==> src/rtl/pipe_ctrl_pkg.sv <==
// rtl/pipe_ctrl_pkg.sv - shared types and constants for the pipeline control logic
// Contents: state_t (2-bit FSM encoding), DEFAULT_TIMEOUT_CYCLES,
//           WAIT_W (memory wait counter width), load_use_hazard() helper.
package pipe_ctrl_pkg;

    typedef enum logic [1:0] {
        ST_RUN      = 2'b00,
        ST_MEM_WAIT = 2'b01,
        ST_HALT     = 2'b10
    } state_t;

    localparam int DEFAULT_TIMEOUT_CYCLES = 255;

    // Wide enough for the largest legal timeout (65535).
    localparam int WAIT_W = 16;

    // A load in EX whose destination is read by the instruction in ID.
    // x0 is hard-wired zero, so it never creates a dependency.
    function automatic logic load_use_hazard(
        input logic       memread,
        input logic [4:0] rd,
        input logic [4:0] rs1,
        input logic [4:0] rs2,
        input logic       uses_rs2
    );
        return memread && (rd != 5'd0) &&
               ((rd == rs1) || (uses_rs2 && (rd == rs2)));
    endfunction

endpackage

==> src/rtl/sat_counter.sv <==
// rtl/sat_counter.sv - saturating up-counter with synchronous clear
// Ports: clk, reset (async active-low), inc (count enable),
//        clr (synchronous clear, wins over inc), q (count, sticks at all-ones).
module sat_counter #(
    parameter int W = 16
) (
    input  logic         clk,
    input  logic         reset,
    input  logic         inc,
    input  logic         clr,
    output logic [W-1:0] q
);

    always_ff @(posedge clk or negedge reset) begin
        if (!reset) begin
            q <= '0;
        end else if (clr) begin
            q <= '0;
        end else if (inc && (q != {W{1'b1}})) begin
            q <= q + W'(1);
        end
    end

endmodule

==> src/rtl/hazard_ctrl.sv <==
// rtl/hazard_ctrl.sv - pipeline hazard controller: load-use stall, branch flush, memory wait
// Ports: clk, reset (async active-low);
//        id_ex_memread, id_ex_rd, if_id_rs1, if_id_rs2, if_id_uses_rs2 (load-use detection);
//        branch_taken; mem_req, mem_ready (data memory handshake);
//        pc_write, if_id_write, id_ex_write, ex_mem_write (pipeline register enables);
//        if_id_flush, id_ex_flush (bubble insert); stall_cnt, lu_cnt, flush_cnt
//        (saturating performance counters); mem_timeout (sticky memory error).
module hazard_ctrl
    import pipe_ctrl_pkg::*;
#(
    parameter int TIMEOUT_CYCLES = DEFAULT_TIMEOUT_CYCLES,
    parameter int CNT_W          = 16
) (
    input  logic             clk,
    input  logic             reset,
    input  logic             id_ex_memread,
    input  logic [4:0]       id_ex_rd,
    input  logic [4:0]       if_id_rs1,
    input  logic [4:0]       if_id_rs2,
    input  logic             if_id_uses_rs2,
    input  logic             branch_taken,
    input  logic             mem_req,
    input  logic             mem_ready,
    output logic             pc_write,
    output logic             if_id_write,
    output logic             id_ex_write,
    output logic             ex_mem_write,
    output logic             if_id_flush,
    output logic             id_ex_flush,
    output logic [CNT_W-1:0] stall_cnt,
    output logic [CNT_W-1:0] lu_cnt,
    output logic [CNT_W-1:0] flush_cnt,
    output logic             mem_timeout
);

    // Value the wait counter holds during the last MEM_WAIT cycle allowed.
    localparam logic [WAIT_W-1:0] WAIT_LAST = WAIT_W'(TIMEOUT_CYCLES - 1);

    state_t            state, state_next;
    logic              pending_flush, pending_flush_next;
    logic              timeout_set;
    logic [WAIT_W-1:0] wait_q;
    logic              wait_inc, wait_clr;
    logic              stall_inc, lu_inc, flush_inc;
    logic              lu_hazard;
    logic              pc_w, if_id_w, id_ex_w, ex_mem_w, if_id_f, id_ex_f;

    assign lu_hazard = load_use_hazard(id_ex_memread, id_ex_rd, if_id_rs1,
                                       if_id_rs2, if_id_uses_rs2);

    always_ff @(posedge clk or negedge reset) begin
        if (!reset) begin
            state         <= ST_RUN;
            pending_flush <= 1'b0;
            mem_timeout   <= 1'b0;
        end else begin
            state         <= state_next;
            pending_flush <= pending_flush_next;
            if (timeout_set) begin
                mem_timeout <= 1'b1;
            end
        end
    end

    always_comb begin
        state_next         = state;
        pending_flush_next = pending_flush;
        timeout_set        = 1'b0;
        wait_inc           = 1'b0;
        wait_clr           = 1'b0;
        stall_inc          = 1'b0;
        lu_inc             = 1'b0;
        flush_inc          = 1'b0;
        pc_w               = 1'b0;
        if_id_w            = 1'b0;
        id_ex_w            = 1'b0;
        ex_mem_w           = 1'b0;
        if_id_f            = 1'b0;
        id_ex_f            = 1'b0;

        case (state)
            ST_RUN: begin
                if (mem_req && !mem_ready) begin
                    // Freeze everything; a same-cycle ready is not a stall.
                    wait_clr   = 1'b1;
                    state_next = ST_MEM_WAIT;
                end else if (branch_taken) begin
                    // Wrong-path instructions are squashed, so any load-use
                    // hazard they carry is irrelevant.
                    {pc_w, if_id_w, id_ex_w, ex_mem_w} = 4'b1111;
                    if_id_f   = 1'b1;
                    id_ex_f   = 1'b1;
                    flush_inc = 1'b1;
                end else if (lu_hazard) begin
                    // Hold PC and IF/ID, push a bubble into EX.
                    id_ex_w  = 1'b1;
                    ex_mem_w = 1'b1;
                    id_ex_f  = 1'b1;
                    lu_inc   = 1'b1;
                end else begin
                    {pc_w, if_id_w, id_ex_w, ex_mem_w} = 4'b1111;
                end
            end

            ST_MEM_WAIT: begin
                if (mem_ready) begin
                    // A branch seen while frozen is applied on the release cycle.
                    {pc_w, if_id_w, id_ex_w, ex_mem_w} = 4'b1111;
                    if_id_f            = pending_flush || branch_taken;
                    id_ex_f            = pending_flush || branch_taken;
                    flush_inc          = pending_flush || branch_taken;
                    pending_flush_next = 1'b0;
                    state_next         = ST_RUN;
                end else begin
                    stall_inc          = 1'b1;
                    wait_inc           = 1'b1;
                    pending_flush_next = pending_flush || branch_taken;
                    if (wait_q == WAIT_LAST) begin
                        timeout_set = 1'b1;
                        state_next  = ST_HALT;
                    end
                end
            end

            ST_HALT: begin
                // Everything frozen until reset.
            end

            default: begin
                state_next = ST_HALT;
            end
        endcase
    end

    // Enables and flushes are forced low for as long as reset is held.
    assign pc_write     = reset && pc_w;
    assign if_id_write  = reset && if_id_w;
    assign id_ex_write  = reset && id_ex_w;
    assign ex_mem_write = reset && ex_mem_w;
    assign if_id_flush  = reset && if_id_f;
    assign id_ex_flush  = reset && id_ex_f;

    sat_counter #(.W(CNT_W)) u_stall_cnt (
        .clk   (clk),
        .reset (reset),
        .inc   (stall_inc),
        .clr   (1'b0),
        .q     (stall_cnt)
    );

    sat_counter #(.W(CNT_W)) u_lu_cnt (
        .clk   (clk),
        .reset (reset),
        .inc   (lu_inc),
        .clr   (1'b0),
        .q     (lu_cnt)
    );

    sat_counter #(.W(CNT_W)) u_flush_cnt (
        .clk   (clk),
        .reset (reset),
        .inc   (flush_inc),
        .clr   (1'b0),
        .q     (flush_cnt)
    );

    sat_counter #(.W(WAIT_W)) u_wait_cnt (
        .clk   (clk),
        .reset (reset),
        .inc   (wait_inc),
        .clr   (wait_clr),
        .q     (wait_q)
    );

endmodule
==> config.mk <==
export PLATFORM = sky130hd
export DESIGN_NAME = hazard_ctrl
export DESIGN_NICKNAME = d
export VERILOG_FILES = /design/src/rtl/pipe_ctrl_pkg.sv /design/src/rtl/sat_counter.sv /design/src/rtl/hazard_ctrl.sv
export SDC_FILE = /design/constraint.sdc
export NUM_CORES = 1
export LEC_CHECK = 0
export CORE_MARGIN = 4
export CORE_UTILIZATION = 53
export CTS_BUF_LIST = sky130_fd_sc_hd__clkbuf_4
export CTS_CLUSTER_DIAMETER = 60
export DETAILED_ROUTE_END_ITERATION = 8
export GPL_TIMING_DRIVEN = 0
export PLACE_DENSITY = 0.83
export SYNTH_ARGS = -nofsm -noshare
export SYNTH_HDL_FRONTEND = slang
export SYNTH_SLANG_ARGS = --single-unit
export TNS_END_PERCENT = 50
==> constraint.sdc <==
create_clock -name clk -period 2.5 [get_ports clk]
set_input_delay 0.25 -clock clk [delete_from_list [all_inputs] [get_ports clk]]
set_output_delay 0.25 -clock clk [all_outputs]
set_load 0.02 [all_outputs]
==> results.sh, run 1 <==
export IMPL_p_clk_share_pct=30.0
export IMPL_cts_htree_levels=3
export IMPL_finalSetupViolCount=0
export IMPL_setup_tns_final_ns=0
export IMPL_slowest_delay_ns=0.57
export IMPL_syn_avg_cell_area_sq_um=10.3
export IMPL_final_area_sq_mm=0.00472
export IMPL_synth_async_reset_ratio_pct=100
export IMPL_clk_pin_slew_ns=0.12
export IMPL_report_power_total_mw=3.03
export IMPL_muxShareOfSynthArea_pct=2.31
export IMPL_grt_max_degree=72
export IMPL_synthSimpleGateAreaFrac_pct=28.4
export IMPL_hold_path_class="in -> async"
export IMPL_post_route_util_pct=72.7
export IMPL_powerDensity_mw_per_mm2=640
export IMPL_end_kind="output port"
export IMPL_antenna_found_initial=0
export IMPL_yosysUniqueCellTypes=49
export IMPL_max_cap_viol_count=0
export IMPL_placed_area_sq_mm=0.00448
export IMPL_crit_required_ns=2.25
export IMPL_crit_path_cell_trace="clkdlybuf4s50_1 -> xnor2_1 -> nand3_1 -> o22ai_4 -> buf_4 -> nand3_1 -> and2_1 -> buf_4 -> clkdlybuf4s15_2"
export IMPL_synth_warning_count=0
export IMPL_die_h_um=90.7
export IMPL_period_minus_slack_ns=2.43
export IMPL_die_area_sq_mm=0.00822
export IMPL_synth_seq_cells=68
export IMPL_synth_top_cell_area_share_pct=47.0
export IMPL_syn_cell_area_sq_mm=0.00362
export IMPL_synth_edff_count=0
export IMPL_pwr_share_seq_pct=45.9
export IMPL_worst_path_max_fanout=10
export IMPL_netlist_top_cells_count="68 x dfrtp_1, 54 x xnor2_1, 37 x nand3_1"
export IMPL_cts_tree="yes"
export IMPL_dp_hpwl_mm=5.74
export IMPL_num_rows=29
export IMPL_synth_compound_area_share_pct=4.56
export IMPL_arrival_ns=2.18
export IMPL_area_delta_synth_final_pct=30.4
export IMPL_grt_overflow_total=0
export IMPL_synth_cells=352
export IMPL_power_frac_comb_pct=24.1
export IMPL_synth_xor_area_share_pct=14.3
export IMPL_p_sw_mw=0.930
export IMPL_period_share_pct=97.2
export IMPL_coreArea_sq_mm=0.00649
export IMPL_clock_sinks=68
export IMPL_layout_drive_gt1_share_pct=10.5
export IMPL_holdWs_ns=-0.195
export IMPL_clock_path_buffers=2
export IMPL_drc=0
export IMPL_first_pass_iters=4
export IMPL_slew_viol_final=0
export IMPL_numCtsBuffers=9
export IMPL_nFillCells=483
export IMPL_violations="negative hold slack"
export IMPL_synth_largest_area_cell="dfrtp_1"
export IMPL_yosysMostFrequentCell="dfrtp_1"
export IMPL_grt_pass1_wl_mm=14.1
export IMPL_diodes=0
export IMPL_slowest_stage="clkdlybuf4s50_1"
export IMPL_hold_viol_final=68
export IMPL_peakVddDrop_v=0.000537
export IMPL_wl_mm=8.20
export IMPL_p_leak_nw=1.96
export IMPL_synth_fa_ha_area_share_pct=1.73
export IMPL_slew_headroom_pct=44.3
export IMPL_floorplan_initialDensity_pct=55.8
export IMPL_drt_iter0_markers=172
export IMPL_synth_seq_area_share_pct=47.0
export IMPL_switching_share_pct=30.7
export IMPL_synth_fp_nets=379
export IMPL_layout_nets=470
export IMPL_cp_start_kind="primary input"
export IMPL_io_buffers=76
export IMPL_worst_slew_pin_slew_ns=0.828
export IMPL_synth_flop_cell="dfrtp_1"
export IMPL_vias_per_cell=5.85
export IMPL_timing_fmax_mhz=412
export IMPL_io_pins=77
export IMPL_vias=3073
export IMPL_detail_route_wl_per_cell_um=15.6
export IMPL_grt_pass1_vias=3047
export IMPL_finalClockSkew_ns=0.0156
export IMPL_clock_latency_ns=0.40
export IMPL_crit_type="in -> out"
export IMPL_clockRootBuffer="clkbuf_4"
export IMPL_synth_top_family_by_area="simple AND/OR/NAND/NOR gates"
export IMPL_cp_num_buf_inv=4
export IMPL_ys_top_cells_by_area="dfrtp_1 47%, xnor2_1 13%, nand3_1 5.1%"
export IMPL_grtUsageTotal_pct=20.5
export IMPL_run_status="finished with violations"
export IMPL_gp_congestion=0.854
export IMPL_p_int_mw=2.10
export IMPL_grt_setup_unrepaired="false"
export IMPL_ant_nets=0
export IMPL_die_x_um=90.7
export IMPL_crit_family="buffers and inverters"
==> registers in the layout, indices dropped and copies added, names as in the netlist <==
signal and cells:
u_flush_cnt.q 16, u_stall_cnt.q 16, u_lu_cnt.q 16, u_wait_cnt.q 16, mem_timeout 1, state 2
pending_flush 1
==> through the flow <==
| step | setup WS, ns | cells |
|---|---|---|
| CTS | 0.00211 | 522 |
| detailed placement | -0.579 | 505 |
| finish | 0.0712 | 525 |
| global placement | -2.08 | 505 |
| global route | 0.00163 | 525 |
| floorplan | 0.517 | 352 |
==> worst paths after layout <==
path	startpoint	end	slack [ns]	depth (start not counted)
max in group asynchronous	reset	u_lu_cnt.q[1]$_DFFE_PN0P_	2.23	1
min reg2reg	mem_timeout$_DFFE_PN0P_	mem_timeout$_DFFE_PN0P_	0.48	1
max reg2reg	u_flush_cnt.q[2]$_DFFE_PN0P_	u_flush_cnt.q[15]$_DFFE_PN0P_	0.49	5
min	reset	u_lu_cnt.q[9]$_DFFE_PN0P_	-0.19	1
max	id_ex_rd[0]	pc_write	0.07	9
min in group clk	mem_timeout$_DFFE_PN0P_	mem_timeout$_DFFE_PN0P_	0.48	1
==> final cells by class <==
cell class / count / area [sq um] / area share [%]
multi-input combinational: 273 / 1880 / 39.9
sequential: 68 / 1700 / 36.0
timing repair buffer: 80 / 796 / 16.8
clock inverter: 7 / 114 / 2.41
tap: 77 / 96.3 / 2.04
clock buffer: 9 / 67.6 / 1.43
buffer: 8 / 55.1 / 1.17
inverter: 3 / 11.3 / 0.238
==> power by group through the flow <==
stage	combinational [mW]	sequential (mW)	clock, mW
CTS	0.736	1.39	0.928
detailed placement	0.728	1.40	0
finish	0.730	1.39	0.908
global placement	0.712	1.40	0
global route	0.796	1.41	0.970
floorplan	0.271	1.50	0
==> cells by family (layout without fill, tap and decap cells) <==
logic type / Yosys count / count (layout)
buf+inv: 11 / 107
mux: 8 / 8
xor+xnor: 59 / 59
fa+ha+maj: 5 / 5
simple gates: 175 / 175
compound gates: 26 / 26
flops: 68 / 68
==> timing repair <==
action                                  in CTS  in global routing
gates cloned                                 0                  0
endpoints found under the setup margin       4                  4
resized for setup                           11                  5
endpoints found under the hold margin       68                 68
pin swaps                                    1                  1
setup buffers                                1                  3
==> layout by cell type (no fill, tap or decap), types with 3 or more instances in the layout <==
cell / instances
buf_4: 8
nand4_1: 21
or2_2: 3
nand3_1: 37
mux2_2: 3
and3_1: 12
inv_1: 3
nor4_1: 8
nor2b_1: 3
and4_1: 7
clkbuf_4: 9
xor2_1: 5
nor4_2: 3
a21oi_1: 10
clkdlybuf4s50_1: 69
mux2i_1: 5
and2_1: 4
nor2_1: 17
ha_1: 5
bufinv_16: 3
nor3_1: 16
nand2_1: 27
dfrtp_1: 68
xnor2_1: 54
==> layer usage <==
layer | vias up | global-route usage [%] | wire length [um]
met5 | - | 0 | 0
met4 | 0 | 7.02 | 166
met3 | 16 | 3.83 | 424
met2 | 92 | 33.9 | 4020
met1 | 1499 | 27.1 | 3590
li1 | 1466 | - | -
Power figures use the tool's default switching activity.
==> inputs of run 2 (changes only) <==
--- a/config.mk
+++ b/config.mk
@@ -5,7 +5,6 @@
 export SDC_FILE = /design/constraint.sdc
 export NUM_CORES = 1
 export LEC_CHECK = 0
-export CORE_MARGIN = 4
 export CORE_UTILIZATION = 53
 export CTS_BUF_LIST = sky130_fd_sc_hd__clkbuf_4
 export CTS_CLUSTER_DIAMETER = 60
==> run 2 against run 1 <==
The run ends with design-rule violations left. Count of clock-buffer cells in the layout unchanged. Worst hold slack improved by 0.58 ns. Sequential power about the same.
==> results.sh, run 2 (synthesis gave the netlist of run 1 again) <==
export IMPL_p_leak_nw=1.96
export IMPL_worst_path_max_fanout=10
export IMPL_drt_iter0_markers=180
export IMPL_vias_per_cell=5.81
export IMPL_die_x_um=84.7
export IMPL_crit_required_ns=2.25
export IMPL_powerDensity_mw_per_mm2=604
export IMPL_period_minus_slack_ns=2.48
export IMPL_detail_route_wl_per_cell_um=16.1
export IMPL_grt_overflow_total=0
export IMPL_coreArea_sq_mm=0.00646
export IMPL_p_int_mw=1.90
export IMPL_arrival_ns=2.23
export IMPL_switching_share_pct=33.5
export IMPL_io_pins=77
export IMPL_gp_congestion=0.799
export IMPL_run_status="finished with violations"
export IMPL_reg2reg_slack_ns=0.47
export IMPL_report_power_total_mw=2.86
export IMPL_finalClockSkew_ns=0.0120
export IMPL_clock_path_buffers=2
export IMPL_num_rows=29
export IMPL_diodes=0
export IMPL_max_cap_viol_count=0
export IMPL_p_sw_mw=0.958
export IMPL_clock_latency_ns=0.42
export IMPL_worst_slew_pin_slew_ns=0.775
export IMPL_io_buffers=76
export IMPL_antenna_found_initial=0
export IMPL_hold_path_class="in -> async"
export IMPL_clockRootBuffer="clkbuf_4"
export IMPL_peakVddDrop_v=0.000635
export IMPL_end_kind="output port"
export IMPL_slew_headroom_pct=47.9
export IMPL_pwr_share_seq_pct=48.6
export IMPL_dp_cells=505
export IMPL_grt_max_degree=72
export IMPL_die_h_um=84.7
export IMPL_slew_viol_final=0
export IMPL_crit_type="in -> out"
export IMPL_die_area_sq_mm=0.00717
export IMPL_cts_tree="yes"
export IMPL_layout_drive_gt1_share_pct=10.7
export IMPL_nFillCells=479
export IMPL_grt_pass1_wl_mm=13.7
export IMPL_drc=8
export IMPL_layout_nets=471
export IMPL_final_cells=526
export IMPL_r2r_end="u_lu_cnt.q[1]$_DFFE_PN0P_"
export IMPL_mostFrequentLayoutCell="clkdlybuf4s50_1"
export IMPL_first_pass_iters=6
export IMPL_worstRegToRegCells=5
export IMPL_area_delta_synth_final_pct=30.8
export IMPL_floorplan_initialDensity_pct=56.1
export IMPL_final_cell_mix="69 x clkdlybuf4s50_1, 68 x dfrtp_1, 54 x xnor2_1, 37 x nand3_1, 27 x nand2_1"
export IMPL_grt_setup_unrepaired="true"
export IMPL_violations="design-rule violations"
export IMPL_cts_htree_levels=3
export IMPL_clk_pin_slew_ns=0.12
export IMPL_grt_pass1_vias=3023
export IMPL_period_share_pct=99.1
export IMPL_grtUsageTotal_pct=24.2
export IMPL_dp_hpwl_mm=5.93
export IMPL_timing_fmax_mhz=404
export IMPL_cp_start_kind="primary input"
export IMPL_vias=3058
export IMPL_finalSetupViolCount=0
export IMPL_regToRegStartpoint="u_lu_cnt.q[6]$_DFFE_PN0P_"
export IMPL_power_frac_comb_pct=26.3
export IMPL_hold_viol_final=0
export IMPL_p_clk_share_pct=25.1
export IMPL_clock_sinks=68
export IMPL_wl_mm=8.48
export IMPL_ant_nets=0
export IMPL_numCtsBuffers=9
## run 2: power groups by stage
stage / combinational [mW] / sequential, mW / clock, mW
after global placement: 0.703 / 1.40 / 0
final: 0.753 / 1.39 / 0.719
after floorplan: 0.271 / 1.50 / 0
after CTS: 0.744 / 1.39 / 0.733
after detailed placement: 0.735 / 1.41 / 0
after global routing: 0.808 / 1.41 / 0.783
## run 2: worst max path at each step
stage                         start  slack [ns]  cells past startpoint       end
2_1_floorplan  state[0]$_DFFE_PN0P_        0.52                      5  pc_write
3_3_place_gp                  reset       -2.12                      5  pc_write
3_5_place_dp            id_ex_rd[0]       -0.63                      9  pc_write
4_1_cts                 id_ex_rd[3]       0.009                      8  pc_write
5_1_grt                 id_ex_rd[3]       -0.04                      9  pc_write
6_report                id_ex_rd[3]        0.02                      8  pc_write
## run 2: layout make-up
| cell class | instances | area, sq um | area share [%] |
|---|---|---|---|
| multi-input cells | 273 | 1880 | 39.7 |
| flip-flops and latches | 68 | 1700 | 35.9 |
| repair buffers | 81 | 850 | 17.9 |
| well taps | 77 | 96.3 | 2.03 |
| clock buffers | 9 | 67.6 | 1.43 |
| clock inverters | 7 | 67.6 | 1.43 |
| plain buffers | 8 | 61.3 | 1.29 |
| inverters | 3 | 11.3 | 0.238 |
## run 2: critical path: stages
cell             delay (ns)
clkdlybuf4s50_1        0.48
or4_4                  0.51
o21a_1                 0.22
buf_4                  0.18
nand3_1                0.08
and2_1                 0.15
buf_4                  0.11
clkdlybuf4s15_2        0.24
## run 2: what timing repair did
item                                   CTS  global route
pin swaps                                2             2
endpoints found under the hold margin   68            43
setup endpoints to repair                4             3
gates resized for setup                 14             2
setup buffers                            1             0
## run 2: layer usage
metal | global-route usage, % | part of all wire [%]
met2 | 41.7 | 51
met5 | 0 | 0
met3 | 5.60 | 5.3
met4 | 8.47 | 1.2
met1 | 30.0 | 42
## run 2: through the flow
step / hold WS [ns] / setup TNS [ns] / util (%) / setup slack [ns] / instance area (sq um)
4_1_cts: -0.0522 / 0 / 71.9 / 0.00885 / 4650
3_3_place_gp: 0.457 / -89.06 / 69.4 / -2.12 / 4480
5_1_grt: 0.386 / -0.0587 / 73.4 / -0.0417 / 4740
3_5_place_dp: 0.415 / -1.71 / 69.3 / -0.630 / 4480
6_report: 0.381 / 0 / 73.4 / 0.0220 / 4740
2_1_floorplan: -0.0456 / 0 / - / 0.517 / 3620
==> RTL change 1 (flow settings as in run 1) <==
Put a register stage on the output `lu_cnt`, with the module's reset. The value now appears one clock later. The other outputs are not delayed to match.
--- a/src/rtl/hazard_ctrl.sv
+++ b/src/rtl/hazard_ctrl.sv
@@ -36,4 +36,6 @@
     // Value the wait counter holds during the last MEM_WAIT cycle allowed.
     localparam logic [WAIT_W-1:0] WAIT_LAST = WAIT_W'(TIMEOUT_CYCLES - 1);
+
+    logic [CNT_W-1:0] lu_cnt_d;
 
     state_t            state, state_next;
@@ -154,5 +156,5 @@
         .inc   (lu_inc),
         .clr   (1'b0),
-        .q     (lu_cnt)
+        .q     (lu_cnt_d)
     );
 
@@ -173,3 +175,11 @@
     );
 
+    always_ff @(posedge clk or negedge reset) begin
+        if (!reset) begin
+            lu_cnt <= '0;
+        end else begin
+            lu_cnt <= lu_cnt_d;
+        end
+    end
+
 endmodule
Function: changed (Yosys sat finds a counterexample within 4 cycles, from zero or initial values and one cycle with reset low).
==> RTL change 1 against run 1 <==
Synthesized area rose by 12%. Design area rose by 9.5%. Synthesized cell count rose by 6.0%. Wire length rose by 4.0%. Worst setup slack got worse by 0.0017 ns. Global-route usage fell by 0.55 points. Critical path type is now reg -> out. Total power rose by 8.9%. Sequential cell count rose by 16.
==> RTL change 1: results (changes against run 1) <==
Status
  – Outcome: finished clean

Routing
  – DR top layer: met4
  – DRT met1 WL: 3780 um (+5.2%)
  – DRT iter0 DRCs: 102 (-41%)
  – DRT Pass-1 Iters: 4 (unchanged)
  – Vias per cell: 5.61 (-4.1%)
  – Avg WL per Cell: 15.0 um (-3.7%)
  – Metal3 WL: 274 um (-35%)
  – DR WL met2: 4290 um (+6.9%)

Final layout
  – Fillers: 531 (+9.9%)
  – Antenna diodes: 0 (unchanged)
  – Fraction of layout cells with a size suffix above 1: 11.3% (+0.83 points)
  – Layout net count: 490 (+4.3%)

Pwr
  – Max IR drop VDD: 0.584 mV (+8.8%)
  – Leakage power total: 2.29 nW (+17%)

Clock tree
  – Clock Tree Root: clkbuf_4
  – CTS max path bufs: 2 (unchanged)
  – H-tree levels: 3 (unchanged)
  – Skew-Pair Late Insertion Delay: 0.42 ns (+0.02 ns)
  – Clock transition at path regs: 0.12 ns (about the same)
  – CTS Buf Count: 9 (unchanged)

Place
  – Cell Area, Placed: 4950 um^2 (+11%)
  – Port Buffers: 75 (-1.3%)
  – Detailed Place HPWL: 6200 um (+8.1%)
  – Global placement routability congestion: 0.829 (-3.0%)

Global routing
  – First-pass GRT wire length: 14300 um (+1.3%)
  – Vias in the first global route: 3000 (-1.5%)
  – Largest net degree at the start of global routing: 62 (-14%)
  – Total global-route track usage: 20.0% (-0.55 points)
  – Initial antenna violation count: 0 (unchanged)

Setup path
  – Reg2Reg Launch Point: state[0]$_DFFE_PN0P_
  – CP max FO: 8 (-2)
  – Slowest CP cell: clkdlybuf4s50_1
  – Worst EP arrival: 2.18 ns (about the same)
  – Top Family by Delay on Critical Path: buffers and inverters
  – Critical path startpoint category: flop
  – Slowest stage delay, CP: 0.61 ns (+0.04 ns)

Logic synthesis
  – Main flop type after synthesis: dfrtp_1
  – Largest cells by area after synthesis: dfrtp_1 52%, xor2_1 6.9%, xnor2_1 5.4%, nand2_1 3.0%, nand4_1 2.9%
  – Top cells by count, synth: 84 x dfrtp_1, 32 x nand2_1, 32 x xor2_1
  – Warnings from Yosys: 0 (unchanged)
  – FFs w/ async S/R, synth: 100% (unchanged)
  – Seq/Total Area, Yosys: 51.9% (+5.0 points)
  – Post-Syn Nets: 400 (+5.5%)
  – Netlist cell types: 51 (+4.1%)

Timing
  – Max-slew headroom: 30.1% (-14 points)
  – Setup Skew: 0.0162 ns (+0.000571 ns)

Hold path
  – HP Start: mem_ready
  – Hold Path Class: in -> reg
RTL change 1: stage by stage:
stage | util (%) | total power [mW] | std cells | setup TNS [ns] | setup slack, ns
final | 70.6 | 3.30 | 567 | 0 | 0.0696
after global routing | 70.6 | 3.48 | 567 | -0.0385 | -0.0385
after detailed placement | 67.5 | 2.44 | 548 | -2.53 | -0.939
after global placement | 67.2 | 2.40 | 547 | -165.06 | -2.91
after CTS | 70.5 | 3.32 | 567 | 0 | 0.00669
after floorplan | - | 2.05 | 373 | 0 | 0.116
RTL change 1: metal layers:
metal	global-route usage, %	vias up
met2	32.7	66
met4	7.58	0
met1	26.9	1576
met3	3.08	15
met5	0	-
li1	-	1525
RTL change 1: kinds of logic (layout without fill, tap and decap cells):
logic type,Yosys count,in the layout,share of synthesized area (%)
fa+ha+maj,5,5,1.55
simple gates,168,168,24.3
compound gates,38,38,6.24
buf+inv,15,110,1.95
mux,6,6,1.70
flops,84,84,51.9
xor+xnor,57,57,12.3
RTL change 1: path summary, 6_finish.rpt:
check	depth (start not counted)	slack [ns]	endpoint
min in group asynchronous	3	0.39	u_flush_cnt.q[7]$_DFFE_PN0P_
worst max-delay path	5	0.07	id_ex_write
worst min register to register	0	0.44	lu_cnt[10]$_DFF_PN0_
worst min-delay path	2	0.07	pending_flush$_DFFE_PN0P_
worst max register to register	5	0.26	u_lu_cnt.q[1]$_DFFE_PN0P_
max in group asynchronous	3	0.69	u_flush_cnt.q[4]$_DFFE_PN0P_
RTL change 1: power by group:
part | switching, mW | internal [mW] | total [mW]
Sequential | 0.180 | 1.49 | 1.67
Combinational | 0.378 | 0.369 | 0.747
Clock | 0.461 | 0.418 | 0.879
RTL change 1: layout make-up:
type                            count  area share (%)
Buffer                              8            1.09
Clock buffer                       10            1.45
Clock inverter                      6            1.67
Inverter                            7           0.508
Multi-Input combinational cell    274            36.9
Sequential cell                    84            40.6
Tap cell                           99            2.39
Timing Repair Buffer               79            15.4
RTL change 1: timing repair:
action                                  in CTS  in global routing
buffers inserted                             1                  0
pin swaps                                    2                  1
endpoints found under the hold margin       23                  0
resized for setup                           16                  5
hold buffers                                 2                  0
endpoints found under the setup margin       5                  5
==> RTL change 2 (settings of run 1) <==
Made on the original files. Set the parameter `CNT_W` to 20 (it was 16).
--- a/src/rtl/hazard_ctrl.sv
+++ b/src/rtl/hazard_ctrl.sv
@@ -10,5 +10,5 @@
 #(
     parameter int TIMEOUT_CYCLES = DEFAULT_TIMEOUT_CYCLES,
-    parameter int CNT_W          = 16
+    parameter int CNT_W          = 20
 ) (
     input  logic             clk,
Interface: changed (resized flush_cnt, lu_cnt and stall_cnt); port bits go from 77 to 89. The function was not compared with the original's and may differ.
==> RTL change 2 against run 1 <==
The run ends with negative setup slack left. Synthesized cell count is 14% higher. Critical endpoint is now id_ex_flush. Design area is 16% higher. Critical path type unchanged. Sequential cell count is 12 higher. Sequential power is 13% higher. Wire length is 19% higher. Sequential share of layout area is 0.49 points higher. Total power is 7.9% higher. Synthesized area is 16% higher. Worst setup slack worse by 0.074 ns.
==> RTL change 2: results (changes against run 1) <==
Pwr
  – Leakage power total: 2.43 nW (+24%)
  – Max IR drop VDD: 0.483 mV (-10%)
  – Net Switching: 1.05 mW (+13%)

Routing
  – DRT iter0 DRCs: 152 (-12%)
  – DRT met1 WL: 4300 um (+20%)
  – DR WL met2: 4730 um (+18%)
  – Metal3 WL: 584 um (+38%)
  – Vias per cell: 5.66 (-3.4%)

Timing
  – Final hold violation count: 0 (-100%)
  – Hold Slack: 0.433 ns (+0.627 ns)
  – Setup-failing EPs final: 1 (+1)
  – Setup WS post-layout: -0.00232 ns (-0.0735 ns)
  – Total negative setup slack: -0.00232 ns (-0.00232 ns)
  – Setup Skew: 0.0236 ns (+0.00799 ns)

Place
  – Cell Area, Placed: 5250 um^2 (+17%)
  – Global placement routability congestion: 0.941 (+10%)
  – Port Buffers: 88 (+16%)
  – Cell Count Post-Placement: 592 (+17%)
  – Detailed Place HPWL: 7020 um (+22%)

Final layout
  – Layout net count: 531 (+13%)
  – Finished Layout Cells: 611 (+16%)

Setup path
  – Slowest stage delay, CP: 0.47 ns (-0.10 ns)
  – Worst EP arrival: 2.25 ns (+0.07 ns)
  – R2R Setup Slk: 0.26 ns (-0.23 ns)
  – R2R depth: 7 (+2)
  – Reg2Reg Launch Point: u_lu_cnt.q[0]$_DFFE_PN0P_

Logic synthesis
  – Top cells by count, synth: 80 x dfrtp_1, 49 x xor2_1, 31 x xnor2_1
  – Post-Syn Instances: 401 (+14%)
  – Seq/Total Area, Yosys: 47.4% (+0.49 points)
  – Mux contribution to synthesized area: 0.890% (-1.4 points)
  – Synth Area in Compound Gates: 4.74% (+0.19 points)
  – Post-Synth XOR/XNOR Area: 16.6% (+2.3 points)
  – Largest cells by area after synthesis: dfrtp_1 47%, xor2_1 10%, xnor2_1 6.4%, nand4_1 3.9%, nand3_1 3.4%
  – Netlist cell types: 52 (+6.1%)

Clock tree
  – Clock transition at path regs: 0.15 ns (+0.03 ns)
  – Setup repair bufs after CTS: 0 (-1)

Status
  – Failing checks: negative setup slack
  – Outcome: finished, violations left

Global routing
  – Largest net degree at the start of global routing: 57 (-21%)
  – Vias in the first global route: 3418 (+12%)
  – GR Util met2: 34.6% (+0.70 points)
[RTL change 2: changes by cell type after synthesis, sizes merged, moves of 7 or more]
cell,change
a21oi,-7
dfrtp,+12
nand3,-8
nor2,+12
nor4b,+7
xnor2,-23
xor2,+44
[RTL change 2: cell type report]
cell class	instances	area, um^2
Fill cell	567	2240
Multi-Input combinational cell	306	2140
Sequential cell	80	2000
Timing Repair Buffer	92	948
Tap cell	102	128
Clock inverter	7	109
Buffer	14	87.6
Clock buffer	9	67.6
Inverter	1	3.75
[RTL change 2: worst max-delay path by stage]
stage | slack [ns] | start | end | cells past startpoint
2_1_floorplan | 0.37 | state[0]$_DFFE_PN0P_ | pc_write | 5
3_3_place_gp | -2.53 | reset | pc_write | 5
3_5_place_dp | -0.44 | id_ex_rd[4] | id_ex_flush | 8
4_1_cts | 0.01 | id_ex_rd[3] | id_ex_flush | 8
5_1_grt | -0.08 | id_ex_rd[3] | pc_write | 8
6_report | -0.002 | id_ex_rd[3] | id_ex_flush | 8
